## src/rtl/decode_pkg.sv

```systemverilog
// Shared constants and types for the RV32I instruction-decode stage.
package decode_pkg;

  localparam int XLEN   = 32;
  localparam int REG_AW = 5;

  localparam logic [6:0] OP       = 7'b0110011;
  localparam logic [6:0] OP_IMM   = 7'b0010011;
  localparam logic [6:0] LOAD     = 7'b0000011;
  localparam logic [6:0] STORE    = 7'b0100011;
  localparam logic [6:0] BRANCH   = 7'b1100011;
  localparam logic [6:0] JAL      = 7'b1101111;
  localparam logic [6:0] JALR     = 7'b1100111;
  localparam logic [6:0] LUI      = 7'b0110111;
  localparam logic [6:0] AUIPC    = 7'b0010111;
  localparam logic [6:0] SYSTEM   = 7'b1110011;
  localparam logic [6:0] MISC_MEM = 7'b0001111;

  typedef enum logic [2:0] {
    IMM_I,
    IMM_S,
    IMM_B,
    IMM_U,
    IMM_J,
    IMM_NONE
  } imm_type_e;

  function automatic logic is_legal_opcode(input logic [6:0] op);
    case (op)
      OP, OP_IMM, LOAD, STORE, BRANCH, JAL, JALR, LUI, AUIPC, SYSTEM, MISC_MEM:
        is_legal_opcode = 1'b1;
      default:
        is_legal_opcode = 1'b0;
    endcase
  endfunction

endpackage

```

## src/rtl/decode_stage_imm_gen.sv

```systemverilog
// Combinational immediate-format decode and sign-extended immediate extraction.
module imm_gen
  import decode_pkg::*;
#(
  parameter int XLEN_P = XLEN
) (
  input  logic [31:0]       instr_i,
  output imm_type_e         imm_type_o,
  output logic [XLEN_P-1:0] imm_o
);

  logic sgn;
  assign sgn = instr_i[31];

  always_comb begin
    case (instr_i[6:0])
      OP_IMM, LOAD, JALR, SYSTEM, MISC_MEM: imm_type_o = IMM_I;
      STORE:                                imm_type_o = IMM_S;
      BRANCH:                               imm_type_o = IMM_B;
      LUI, AUIPC:                           imm_type_o = IMM_U;
      JAL:                                  imm_type_o = IMM_J;
      default:                              imm_type_o = IMM_NONE;
    endcase
  end

  always_comb begin
    case (imm_type_o)
      IMM_I: imm_o = {{(XLEN_P-12){sgn}}, instr_i[31:20]};
      IMM_S: imm_o = {{(XLEN_P-12){sgn}}, instr_i[31:25], instr_i[11:7]};
      IMM_B: imm_o = {{(XLEN_P-13){sgn}}, instr_i[31], instr_i[7], instr_i[30:25],
                      instr_i[11:8], 1'b0};
      IMM_U: imm_o = {{(XLEN_P-32){sgn}}, instr_i[31:12], 12'b0};
      IMM_J: imm_o = {{(XLEN_P-21){sgn}}, instr_i[31], instr_i[19:12], instr_i[20],
                      instr_i[30:21], 1'b0};
      default: imm_o = '0;
    endcase
  end

endmodule

```

## src/rtl/decode_stage.sv

```systemverilog
// RV32I decode stage: regfile addressing, writeback bypass, load-use hazard
// detection and the ID/EX pipeline register.
module decode_stage
  import decode_pkg::*;
#(
  parameter int XLEN_P   = XLEN,
  parameter int REG_AW_P = REG_AW
) (
  input  logic                clk,
  input  logic                rst_n,
  input  logic                if_valid,
  input  logic [31:0]         if_instr,
  input  logic [XLEN_P-1:0]   if_pc,
  output logic [REG_AW_P-1:0] ra1,
  output logic [REG_AW_P-1:0] ra2,
  input  logic [XLEN_P-1:0]   rd1,
  input  logic [XLEN_P-1:0]   rd2,
  input  logic                wb_we,
  input  logic [REG_AW_P-1:0] wb_wa,
  input  logic [XLEN_P-1:0]   wb_wd,
  input  logic                ex_stall,
  input  logic                flush,
  output logic                id_stall,
  output logic                ex_valid,
  output logic [XLEN_P-1:0]   ex_pc,
  output logic [XLEN_P-1:0]   ex_rs1_val,
  output logic [XLEN_P-1:0]   ex_rs2_val,
  output logic [XLEN_P-1:0]   ex_imm,
  output logic [REG_AW_P-1:0] ex_rd,
  output logic [6:0]          ex_opcode,
  output logic [2:0]          ex_funct3,
  output logic                ex_funct7b5,
  output logic                ex_reg_write,
  output logic                ex_is_load,
  output logic                ex_illegal
);

  // Flow control: fetch presents if_instr/if_pc qualified by if_valid and must
  // hold them unchanged in any cycle where id_stall is high; the slot is
  // consumed on a rising edge only when id_stall is low.

  logic [6:0]          opcode;
  logic                legal;
  logic [REG_AW_P-1:0] rd_field;
  imm_type_e           imm_type;
  logic [XLEN_P-1:0]   imm;
  logic                uses_rs1, uses_rs2, hazard;
  logic [XLEN_P-1:0]   src1, src2;

  logic                valid_d, valid_q;
  logic [XLEN_P-1:0]   pc_d, pc_q, rs1_d, rs1_q, rs2_d, rs2_q, imm_d, imm_q;
  logic [REG_AW_P-1:0] rd_d, rd_q;
  logic [6:0]          opcode_d, opcode_q;
  logic [2:0]          funct3_d, funct3_q;
  logic                f7b5_d, f7b5_q, reg_write_d, reg_write_q;
  logic                is_load_d, is_load_q, illegal_d, illegal_q;

  imm_gen #(.XLEN_P(XLEN_P)) u_imm_gen (
    .instr_i    (if_instr),
    .imm_type_o (imm_type),
    .imm_o      (imm)
  );

  assign ra1      = if_instr[19:15];
  assign ra2      = if_instr[24:20];
  assign opcode   = if_instr[6:0];
  assign rd_field = if_instr[11:7];
  assign legal    = is_legal_opcode(opcode);

  assign uses_rs1 = !((imm_type == IMM_U) || (imm_type == IMM_J));
  assign uses_rs2 = (opcode == OP) || (imm_type == IMM_S) || (imm_type == IMM_B);

  // The regfile writes on the same edge we capture, so forward wb data directly.
  assign src1 = (ra1 == '0) ? '0 : ((wb_we && (wb_wa == ra1)) ? wb_wd : rd1);
  assign src2 = (ra2 == '0) ? '0 : ((wb_we && (wb_wa == ra2)) ? wb_wd : rd2);

  assign hazard = valid_q && is_load_q && (rd_q != '0) && if_valid &&
                  ((uses_rs1 && (rd_q == ra1)) || (uses_rs2 && (rd_q == ra2)));

  assign id_stall = ex_stall | (hazard & ~flush);

  always_comb begin
    valid_d     = valid_q;
    pc_d        = pc_q;
    rs1_d       = rs1_q;
    rs2_d       = rs2_q;
    imm_d       = imm_q;
    rd_d        = rd_q;
    opcode_d    = opcode_q;
    funct3_d    = funct3_q;
    f7b5_d      = f7b5_q;
    reg_write_d = reg_write_q;
    is_load_d   = is_load_q;
    illegal_d   = illegal_q;
    if (flush || (!ex_stall && (hazard || !if_valid))) begin
      valid_d     = 1'b0;
      pc_d        = '0;
      rs1_d       = '0;
      rs2_d       = '0;
      imm_d       = '0;
      rd_d        = '0;
      opcode_d    = '0;
      funct3_d    = '0;
      f7b5_d      = 1'b0;
      reg_write_d = 1'b0;
      is_load_d   = 1'b0;
      illegal_d   = 1'b0;
    end else if (!ex_stall) begin
      valid_d     = 1'b1;
      pc_d        = if_pc;
      rs1_d       = src1;
      rs2_d       = src2;
      imm_d       = imm;
      rd_d        = rd_field;
      opcode_d    = opcode;
      funct3_d    = if_instr[14:12];
      f7b5_d      = if_instr[30];
      reg_write_d = legal && (rd_field != '0) && (opcode != STORE) && (opcode != BRANCH);
      is_load_d   = (opcode == LOAD);
      illegal_d   = !legal;
    end
  end

  always_ff @(posedge clk or negedge rst_n) begin
    if (!rst_n) begin
      valid_q     <= 1'b0;
      pc_q        <= '0;
      rs1_q       <= '0;
      rs2_q       <= '0;
      imm_q       <= '0;
      rd_q        <= '0;
      opcode_q    <= '0;
      funct3_q    <= '0;
      f7b5_q      <= 1'b0;
      reg_write_q <= 1'b0;
      is_load_q   <= 1'b0;
      illegal_q   <= 1'b0;
    end else begin
      valid_q     <= valid_d;
      pc_q        <= pc_d;
      rs1_q       <= rs1_d;
      rs2_q       <= rs2_d;
      imm_q       <= imm_d;
      rd_q        <= rd_d;
      opcode_q    <= opcode_d;
      funct3_q    <= funct3_d;
      f7b5_q      <= f7b5_d;
      reg_write_q <= reg_write_d;
      is_load_q   <= is_load_d;
      illegal_q   <= illegal_d;
    end
  end

  assign ex_valid     = valid_q;
  assign ex_pc        = pc_q;
  assign ex_rs1_val   = rs1_q;
  assign ex_rs2_val   = rs2_q;
  assign ex_imm       = imm_q;
  assign ex_rd        = rd_q;
  assign ex_opcode    = opcode_q;
  assign ex_funct3    = funct3_q;
  assign ex_funct7b5  = f7b5_q;
  assign ex_reg_write = reg_write_q;
  assign ex_is_load   = is_load_q;
  assign ex_illegal   = illegal_q;

endmodule

```

## config.mk

```make
export PLATFORM = sky130hd
export DESIGN_NAME = decode_stage
export DESIGN_NICKNAME = d
export VERILOG_FILES = /design/src/rtl/decode_pkg.sv /design/src/rtl/decode_stage_imm_gen.sv /design/src/rtl/decode_stage.sv
export SDC_FILE = /design/constraint.sdc
export NUM_CORES = 1
export LEC_CHECK = 0
export CORE_ASPECT_RATIO = 2
export CORE_MARGIN = 2
export CORE_UTILIZATION = 45
export CTS_CLUSTER_SIZE = 12
export DETAILED_ROUTE_END_ITERATION = 6
export PLACE_DENSITY_LB_ADDON = 0.1
export SLEW_MARGIN = 20
export SYNTH_ARGS = -nofsm -noshare
export SYNTH_HDL_FRONTEND = slang
export SYNTH_SLANG_ARGS = --single-unit
export TNS_END_PERCENT = 10
```

## constraint.sdc

```tcl
create_clock -name clk -period 3.8 [get_ports clk]
set_input_delay 0.76 -clock clk [delete_from_list [all_inputs] [get_ports clk]]
set_output_delay 0.76 -clock clk [all_outputs]
set_load 0.03 [all_outputs]
```

==> reports/qor.yml, run 1 <==
run_status: "complete, no violations"
dieArea_um2: 16700
hold_viol: 0
cts_resized: 0
root_buffer: "clkbuf_16"
synthCells: 700
flow.area_growth_from_synthesis_pct: 58.8
finalWorstSetupSlack_ns: 0.373
antenna_violations_before_repair: 0
slowest_delay_ns: 0.50
cellLeakagePower_nw: 4.65
crit_path_start_kind: "primary input"
die_x_um: 92.4
synth.area.top_cells: "dfrtp_1, mux2i_1, nand2_1, o21ai_1, o21ai_0"
fp-row-count: 64
total_core_area_um2: 15300
hold_path_class: "in2async"
critical_path.endpoint_type: "output port"
yosysTopAreaCell: "dfrtp_1"
worst_setup_hold_path_clk_slew_ns: 0.06
max_clock_freq_mhz: 292
ios: 330
ys_ff_latch: 148
yosysTopAreaCellShare: 0.526
synth-edff-count: 0
worstPathMaxFanout: 3
total_number_of_yosys_warnings: 0
syn-num-nets: 871
timing.final.max_slew_violations: 0
cp_data_required_time_ns: 3.04
intPower_mw: 2.92
yosys.cell_types.count: 45
cp_cell_sequence: "clkdlybuf4s50_1 -> xnor2_1 -> nand2_1 -> or4_1 -> a21oi_1 -> a21o_1 -> buf_12"
overflow: 0
drtPass1Iterations: 5
fin_worst_skew_ns: 0.0111
final_net_count: 1193
cellPowerDensity_nw_per_um2: 365
p_sw_mw: 1.15
syn_avg_cell_area_um2: 10.1
critical_path_buf_inv_count: 2
gpl.final_weighted_congestion: 0.890
grt_pass1_wl_mm: 37.2
grt_pass1_vias: 6800
synth.cell_area_um2: 7040
drc: 0
fin_crit_ns: 3.43
cap_viol_max_count: 0
clock_sink_count: 148
die-height_um: 181
num_cts_buffers: 17
grt_start_max_net_pins: 91
power.combinational.fraction: 0.189
slew_headroom: 0.388
vias_per_cell: 5.33
route.final.wire_length_mm: 24.0
dp_slack_ns: 0.398
antenna_violating_nets_left: 0
synth.top_cells.by_count: "dfrtp_1, mux2i_1, nand2_1"
n_diodes: 0
insertion_delay_ns: 0.43
tightestPinTransition_ns: 0.915
detail_route.iter0.violations: 252
grt_setup_unrepaired: "false"
drive_gt1_frac: 0.0715
synth_ff_type: "dfrtp_1"
netSwitchingFraction: 0.283
dpl.hpwl_mm: 18.0
peakVddDrop_mv: 0.350
yosys.cell_count.top_type: "dfrtp_1"
ctsLongestPathBuffers: 2
yosysSeqAreaShare: 0.526
async_flop_share: 1.00
cts-hold-fix-buffers: 0
seq_power_share: 0.410
worst_path_max_delay_cell: "or4_1"
timing.final.setup_violations: 0
crit_arrival_ns: 2.67
globalRouteTotalUtil: 0.289
via_count: 6569
clock_power_share: 0.400
wire_per_inst_um: 19.5
tritoncts_clock_tree: "done"
io_buffer_count: 329
cts_setup_buffers: 0
finalSetupTns_ns: 0
htree_num_levels: 4
worst-setup-path-type: "in2out"
start_util: 0.460
post-route-period-util: 0.902
family_with_the_most_delay_on_the_worst_path: "simple AND/OR/NAND/NOR gates"
-- power groups by stage --
| stage | clock network [mW] | logic [mW] | registers (mW) |
|---|---|---|---|
| global placement | 0 | 0.768 | 1.70 |
| finish | 1.63 | 0.772 | 1.67 |
| detailed placement | 0 | 0.775 | 1.70 |
| CTS | 1.66 | 0.779 | 1.67 |
| global route | 1.74 | 0.822 | 1.68 |
| floorplan | 0 | 0.216 | 1.82 |
-- stage by stage --
step	std cells	hold slack, ns	power, mW	util	area, um^2
after floorplan	700	0.464	2.03	-	7040
after global placement	1201	0.462	2.47	0.693	10600
after detailed placement	1201	0.469	2.48	0.693	10600
after CTS	1233	0.416	4.11	0.731	11200
after global routing	1233	0.432	4.24	0.731	11200
final	1233	0.381	4.08	0.731	11200
-- registers in the layout (all words and copies together) (netlist names) --
name / flops
ex_valid: 1
ex_rd: 5
ex_illegal: 1
ex_rs1_val: 32
ex_pc: 32
ex_rs2_val: 32
ex_imm: 32
ex_funct7b5: 1
ex_reg_write: 1
ex_opcode: 7
ex_is_load: 1
ex_funct3: 3
-- area by class of cell --
type | count | area (um^2)
clock inverter | 15 | 144
inverter | 6 | 22.5
clock buffer | 17 | 425
sequential | 148 | 3700
tap | 198 | 248
timing repair buffer | 361 | 3580
fill | 1171 | 4120
multi-input combinational | 488 | 3050
-- placed cells by master, fill, tap and decap left out, types with 2 or more instances in the layout --
| master | Yosys | final |
|---|---|---|
| o21a_1 | 3 | 3 |
| nor4_1 | 3 | 3 |
| or4_1 | 4 | 4 |
| o21ai_1 | 47 | 47 |
| and2_1 | 2 | 2 |
| buf_4 | 12 | 29 |
| nor2b_1 | 4 | 3 |
| dfrtp_1 | 148 | 148 |
| o21ai_0 | 46 | 46 |
| xor2_1 | 14 | 14 |
| a22o_1 | 6 | 6 |
| buf_12 | 0 | 4 |
| clkinvlp_4 | 0 | 3 |
| nand3_1 | 6 | 6 |
| clkbuf_16 | 0 | 17 |
| nand4_1 | 2 | 2 |
| nand3b_1 | 3 | 3 |
| nand2_1 | 102 | 102 |
| xnor2_1 | 7 | 7 |
| mux2i_1 | 113 | 113 |
| inv_1 | 6 | 6 |
| clkinv_2 | 0 | 2 |
| a22oi_1 | 5 | 5 |
| nor3_1 | 7 | 7 |
| inv_6 | 0 | 7 |
| clkdlybuf4s50_1 | 0 | 326 |
| a21oi_1 | 31 | 31 |
| nand4b_1 | 2 | 2 |
| nor2_1 | 61 | 61 |
| and3_2 | 0 | 2 |
-- per-layer routing --
metal  share of wire  wire length [um]  GRT usage
met1            0.35              8290      0.308
met2            0.52             12500      0.507
met3           0.085              2050     0.0826
met4           0.050              1210      0.155
met5               0                 0          0
-- logic make-up (layout without fill, tap and decap cells) --
logic type,count (synthesis),count (layout),share of synthesized area
compound gates,150,150,0.120
mux,113,113,0.161
simple gates,204,204,0.124
xor+xnor,21,21,0.0261
flops,148,148,0.526
buf+inv,64,399,0.0434
-- path summary, 6_finish.rpt --
check	startpoint	endpoint	slack (ns)	cells after the start
hold reg to reg	ex_imm[31]	ex_imm[31]	0.48	2
hold / removal	rst_n	ex_rs1_val[15]	0.38	1
setup reg to reg	ex_rd[2]	ex_pc[10]	1.34	7
min in group clk	ex_imm[31]	ex_imm[31]	0.48	2
setup / recovery	if_instr[21]	id_stall	0.37	7
max in group asynchronous	rst_n	ex_imm[2]	2.54	2
Note: power is estimated with default switching activity, not from simulation.
==> run 2, diff against run 1 <==
--- a/config.mk
+++ b/config.mk
@@ -11,6 +11,8 @@
 export CTS_CLUSTER_SIZE = 12
 export DETAILED_ROUTE_END_ITERATION = 6
 export PLACE_DENSITY_LB_ADDON = 0.1
+export RECOVER_POWER = 50
+export SKIP_CTS_REPAIR_TIMING = 1
 export SLEW_MARGIN = 20
 export SYNTH_ARGS = -nofsm -noshare
 export SYNTH_HDL_FRONTEND = slang
==> reports/qor.yml, run 2 (synthesis gave the netlist of run 1 again) <==
run_status: "complete, but fails checks"
violations: "capacitance limit, slew limit"
vias_per_cell: 5.36  # +0.61%
worst_setup_hold_path_clk_slew_ns: 0.06  # about the same
total_core_area_um2: 15300  # unchanged
cellLeakagePower_nw: 4.87  # +4.8%
commonest_cells_after_routing_fill_and_taps_aside: "clkdlybuf4s50_1, dfrtp_1, mux2i_1"
grt_start_max_net_pins: 91  # unchanged
grt.met3_usage: 0.0826  # unchanged
p_sw_mw: 1.15  # -0.11%
tightestPinTransition_ns: 2.23  # +1.32 ns
drive_gt1_frac: 0.0686  # -0.00290
place_area_um2: 10600  # unchanged
p_total_mw: 4.06  # -0.38%
die_x_um: 92.4  # unchanged
min_from: "ex_imm[31]"
fin_worst_skew_ns: 0.0112  # +0.0000882 ns
n_diodes: 0  # unchanged
layout_commonest_cell: "clkdlybuf4s50_1"
family_with_the_most_delay_on_the_worst_path: "simple AND/OR/NAND/NOR gates"
wire_per_inst_um: 19.4  # -0.26%
worstPathMaxFanout: 3  # unchanged
gpl.final_weighted_congestion: 0.890  # unchanged
finalWorstSetupSlack_ns: 0.369  # -0.00416 ns
hold_viol: 0  # unchanged
timing.final.setup_violations: 0  # unchanged
antenna_violating_nets_left: 0  # unchanged
dpl.hpwl_mm: 18.0  # unchanged
worst_path_max_delay_cell: "or4_1"
finalSetupTns_ns: 0  # unchanged
placedCellCount: 1201  # unchanged
grt.met1_usage: 0.308  # unchanged
worstSetupStartpoint: "if_instr[21]"
crit_path_start_kind: "primary input"
slowest_delay_ns: 0.50  # about the same
io_buffer_count: 329  # unchanged
post-route-period-util: 0.903  # +0.00109
critical_path.endpoint_type: "output port"
start_util: 0.460  # unchanged
ios: 330  # unchanged
fin_worst_hold_slack_ns: 0.472  # +0.0919 ns
cp_cell_sequence: "clkdlybuf4s50_1 -> xnor2_1 -> nand2_1 -> or4_1 -> a21oi_1 -> a21o_1 -> buf_12"
route.final.wire_length_mm: 24.0  # -0.26%
crit_arrival_ns: 2.67  # about the same
cp_data_required_time_ns: 3.04  # about the same
clock_sink_count: 148  # unchanged
clock_power_share: 0.402  # +0.002
insertion_delay_ns: 0.43  # about the same
overflow: 0  # unchanged
dieArea_um2: 16700  # unchanged
slew_headroom: -0.490  # -0.878
drtPass1Iterations: 5  # unchanged
num_cts_buffers: 17  # unchanged
root_buffer: "clkbuf_16"
flow.area_growth_from_synthesis_pct: 58.5
intPower_mw: 2.91  # -0.49%
final_net_count: 1193  # unchanged
netSwitchingFraction: 0.284  # +0.000776
die-height_um: 181  # unchanged
detail_route.iter0.violations: 263  # +4.4%
hold_path_class: "reg2reg"
worst-setup-path-type: "in2out"
drc: 0  # unchanged
regToRegStartpoint: "ex_rd[2]"
ctsLongestPathBuffers: 2  # unchanged
power.combinational.fraction: 0.187  # -0.002
via_count: 6609  # +0.61%
post_layout_nonfiller_instances: 1233  # unchanged
grt_pass1_wl_mm: 37.2  # unchanged
utilization: 0.729  # -0.00115
timing.final.max_slew_violations: 91  # +91
fp-row-count: 64  # unchanged
fillerInstances: 1177  # +0.51%
grt_setup_unrepaired: "false"
tritoncts_clock_tree: "done"
cellPowerDensity_nw_per_um2: 364  # -0.23%
stdcell_area_um2: 11200  # -0.16%
fin_crit_ns: 3.43  # +0.00416 ns
htree_num_levels: 4  # unchanged
gr-usage-met2: 0.507  # unchanged
cap_viol_max_count: 1  # +1
seq_power_share: 0.411  # about the same
critical_path_buf_inv_count: 2  # unchanged
antenna_violations_before_repair: 0  # unchanged
dp_slack_ns: 0.398  # unchanged
grt_pass1_vias: 6800  # unchanged
max_clock_freq_mhz: 291  # -0.12%
globalRouteTotalUtil: 0.289  # unchanged
grt_most_used_layer: "met2"
peakVddDrop_mv: 0.350  # about the same
run 2: cell count changes in the layout (fill, tap and decap cells not counted), sizes merged:
cell           delta
buf               -4
clkbuf            +4
dlygate4sd3      +79
clkdlybuf4s50    -79
run 2: worst register-to-register path: stages, from the launching register on:
cell,delay (ns)
dfrtp_1,0.49
or4_1,0.54
o2111ai_1,0.30
nor2_1,0.10
a31oi_2,0.31
a31oi_4,0.11
buf_4,0.31
nor2_1,0.20
run 2: path summary, 6_finish.rpt:
| kind | end | slack (ns) | cells past startpoint |
|---|---|---|---|
| min in group asynchronous | ex_rs1_val[15] | 0.96 | 1 |
| worst min-delay path | ex_imm[31] | 0.47 | 2 |
| worst min register to register | ex_imm[31] | 0.47 | 2 |
| worst max-delay path | id_stall | 0.37 | 7 |
| max in group asynchronous | ex_imm[2] | 0.81 | 2 |
| worst max register to register | ex_pc[10] | 1.37 | 7 |
run 2: power groups by stage:
stage	logic, mW	registers (mW)	clock network [mW]
3_3_place_gp	0.768	1.70	0
2_1_floorplan	0.216	1.82	0
3_5_place_dp	0.775	1.70	0
6_report	0.758	1.67	1.63
4_1_cts	0.779	1.67	1.66
5_1_grt	0.808	1.68	1.74
run 2: layout make-up:
class | instances | area, um^2 | area share
flip-flops and latches | 148 | 3700 | 0.332
repair buffers | 361 | 3560 | 0.319
multi-input cells | 488 | 3050 | 0.274
clock buffers | 17 | 425 | 0.0381
well taps | 198 | 248 | 0.0222
clock inverters | 15 | 144 | 0.0129
inverters | 6 | 22.5 | 0.00202
run 2: layer usage:
| metal | up-vias | wire length, um |
|---|---|---|
| li1 | 3058 | - |
| met1 | 3183 | 8280 |
| met2 | 305 | 12500 |
| met3 | 63 | 2000 |
| met4 | 0 | 1230 |
| met5 | - | 0 |
==> run 3, diff against run 2 <==
--- a/config.mk
+++ b/config.mk
@@ -5,8 +5,6 @@
 export SDC_FILE = /design/constraint.sdc
 export NUM_CORES = 1
 export LEC_CHECK = 0
-export CORE_ASPECT_RATIO = 2
-export CORE_MARGIN = 2
 export CORE_UTILIZATION = 45
 export CTS_CLUSTER_SIZE = 12
 export DETAILED_ROUTE_END_ITERATION = 6
==> reports/qor.yml, run 3 (synthesis gave the netlist of run 1 again) <==
cellPowerDensity_nw_per_um2: 355  # -2.6%
violations: "capacitance limit, slew limit"
via_count: 6440  # -2.6%
drive_gt1_frac: 0.0660  # -0.00264
utilization: 0.727  # -0.00278
run_status: "complete, but fails checks"
post-route-period-util: 0.891  # -0.0123
multi_input_area_um2: 3050  # unchanged
netSwitchingFraction: 0.278  # -0.00592
commonest_cells_after_routing_fill_and_taps_aside: "clkdlybuf4s50_1, dfrtp_1, mux2i_1"
detailroute.wirelength.met3_mm: 1.85  # -7.1%
vias_per_cell: 5.19  # -3.3%
htree_num_levels: 4  # unchanged
wire_per_inst_um: 18.3  # -5.7%
fin_crit_ns: 3.38  # -0.0468 ns
grt_setup_unrepaired: "false"
antenna_violations_before_repair: 0  # unchanged
dieArea_um2: 16100  # -3.4%
cap_viol_max_count: 1  # unchanged
crit_arrival_ns: 2.62  # -0.05 ns
tightestPinTransition_ns: 1.75  # -0.482 ns
grt_start_max_net_pins: 97  # +6.6%
worst_setup_hold_path_clk_slew_ns: 0.06  # about the same
p_sw_mw: 1.09  # -5.2%
flow.area_growth_from_synthesis_pct: 57.6
timing.final.max_slew_violations: 71  # -22%
clock_sink_count: 148  # unchanged
drtPass1Iterations: 4  # -1
crit_path_start_kind: "primary input"
peakVddDrop_mv: 0.335  # -4.5%
max_clock_freq_mhz: 295  # +1.4%
drc: 0  # unchanged
die-height_um: 127  # -30%
worstPathMaxFanout: 3  # unchanged
dpl.hpwl_mm: 16.5  # -7.9%
total_core_area_um2: 15300  # -0.24%
timing.final.setup_violations: 0  # unchanged
area.sequential_um2: 3700  # unchanged
final_net_count: 1189  # -0.34%
n_diodes: 0  # unchanged
root_buffer: "clkbuf_16"
slew_headroom: -0.168  # +0.322
die_x_um: 127  # +37%
gpl.final_weighted_congestion: 0.854  # -4.1%
grt_pass1_vias: 6473  # -4.8%
globalRouteTotalUtil: 0.291  # +0.00185
seq_power_share: 0.425  # +0.014
num_cts_buffers: 17  # unchanged
start_util: 0.461  # +0.00109
cellLeakagePower_nw: 4.84  # -0.61%
layout_commonest_cell: "clkdlybuf4s50_1"
cp_data_required_time_ns: 3.04  # about the same
wl_met1_mm: 9.25  # +12%
io_buffer_count: 329  # unchanged
ios: 330  # unchanged
insertion_delay_ns: 0.42  # about the same
worst-setup-path-type: "in2out"
route.final.wire_length_mm: 22.8  # -5.0%
clock_power_share: 0.384  # -0.018
fin_worst_skew_ns: 0.00859  # -0.00257 ns
antenna_violating_nets_left: 0  # unchanged
fp-row-count: 45  # -30%
top_layer: "met4"
wl_met2_mm: 11.0  # -12%
intPower_mw: 2.84  # -2.4%
fin_worst_hold_slack_ns: 0.471  # -0.00165 ns
ctsLongestPathBuffers: 2  # unchanged
tritoncts_clock_tree: "done"
stdcell_area_um2: 11100  # -0.62%
fillerInstances: 1179  # +0.17%
grt_pass1_wl_mm: 35.9  # -3.3%
finalSetupTns_ns: 0  # unchanged
detail_route.iter0.violations: 395  # +50%
critical_path.endpoint_type: "output port"
power.combinational.fraction: 0.191  # +0.004
overflow: 0  # unchanged
hold_path_class: "reg2reg"
p_total_mw: 3.93  # -3.2%
hold_viol: 0  # unchanged
place_area_um2: 10600  # -0.25%
-- run 3: cell types whose count changed in the layout (fill, tap and decap cells not counted) --
cell | previous run | this run
clkbuf_1 | 3 | 2
clkbuf_4 | 0 | 1
clkbuf_8 | 0 | 1
bufinv_16 | 1 | 0
clkinvlp_4 | 3 | 4
buf_12 | 4 | 2
inv_6 | 7 | 2
inv_8 | 1 | 0
clkinv_2 | 2 | 5
-- run 3: cell type report --
type	count	share of cell area
Clock inverter	12	0.00734
Sequential cell	148	0.334
Timing Repair Buffer	357	0.317
Tap cell	211	0.0238
Inverter	6	0.00203
Clock buffer	20	0.0403
Multi-Input combinational cell	488	0.275
-- run 3: routing by layer --
layer  up-vias  global-route usage
li1       3052                   -
met1      3086               0.364
met2       260               0.476
met3        42              0.0833
met4         0               0.120
met5         -                   0
-- run 3: final timing paths --
path / start / end / slack [ns] / depth (start not counted)
max: if_instr[1] / id_stall / 0.42 / 7
min: ex_imm[24] / ex_imm[24] / 0.47 / 2
min reg2reg: ex_imm[24] / ex_imm[24] / 0.47 / 2
min in group asynchronous: rst_n / ex_rs1_val[12] / 0.80 / 1
max in group asynchronous: rst_n / ex_rs1_val[17] / 0.96 / 2
max reg2reg: ex_rd[1] / ex_is_load / 1.29 / 7
-- run 3: power by group through the flow --
stage	registers, mW	clock network, mW	logic (mW)
after floorplan	1.82	0	0.216
after detailed placement	1.70	0	0.764
after global placement	1.70	0	0.760
after CTS	1.67	1.54	0.767
final	1.67	1.51	0.750
after global routing	1.68	1.62	0.803
-- run 3: metrics by stage --
stage / cells / setup slack (ns)
floorplan: 700 / 0.951
global placement: 1210 / 0.454
detailed placement: 1210 / 0.428
CTS: 1242 / 0.420
global route: 1242 / 0.327
finish: 1242 / 0.415
-- run 3: critical path, cell delays in order --
cell and delay, ns:
clkdlybuf4s50_1 0.51, and2_1 0.17, nand3_1 0.13, or4_1 0.54
a21oi_1 0.21, a21o_1 0.15, buf_4 0.15
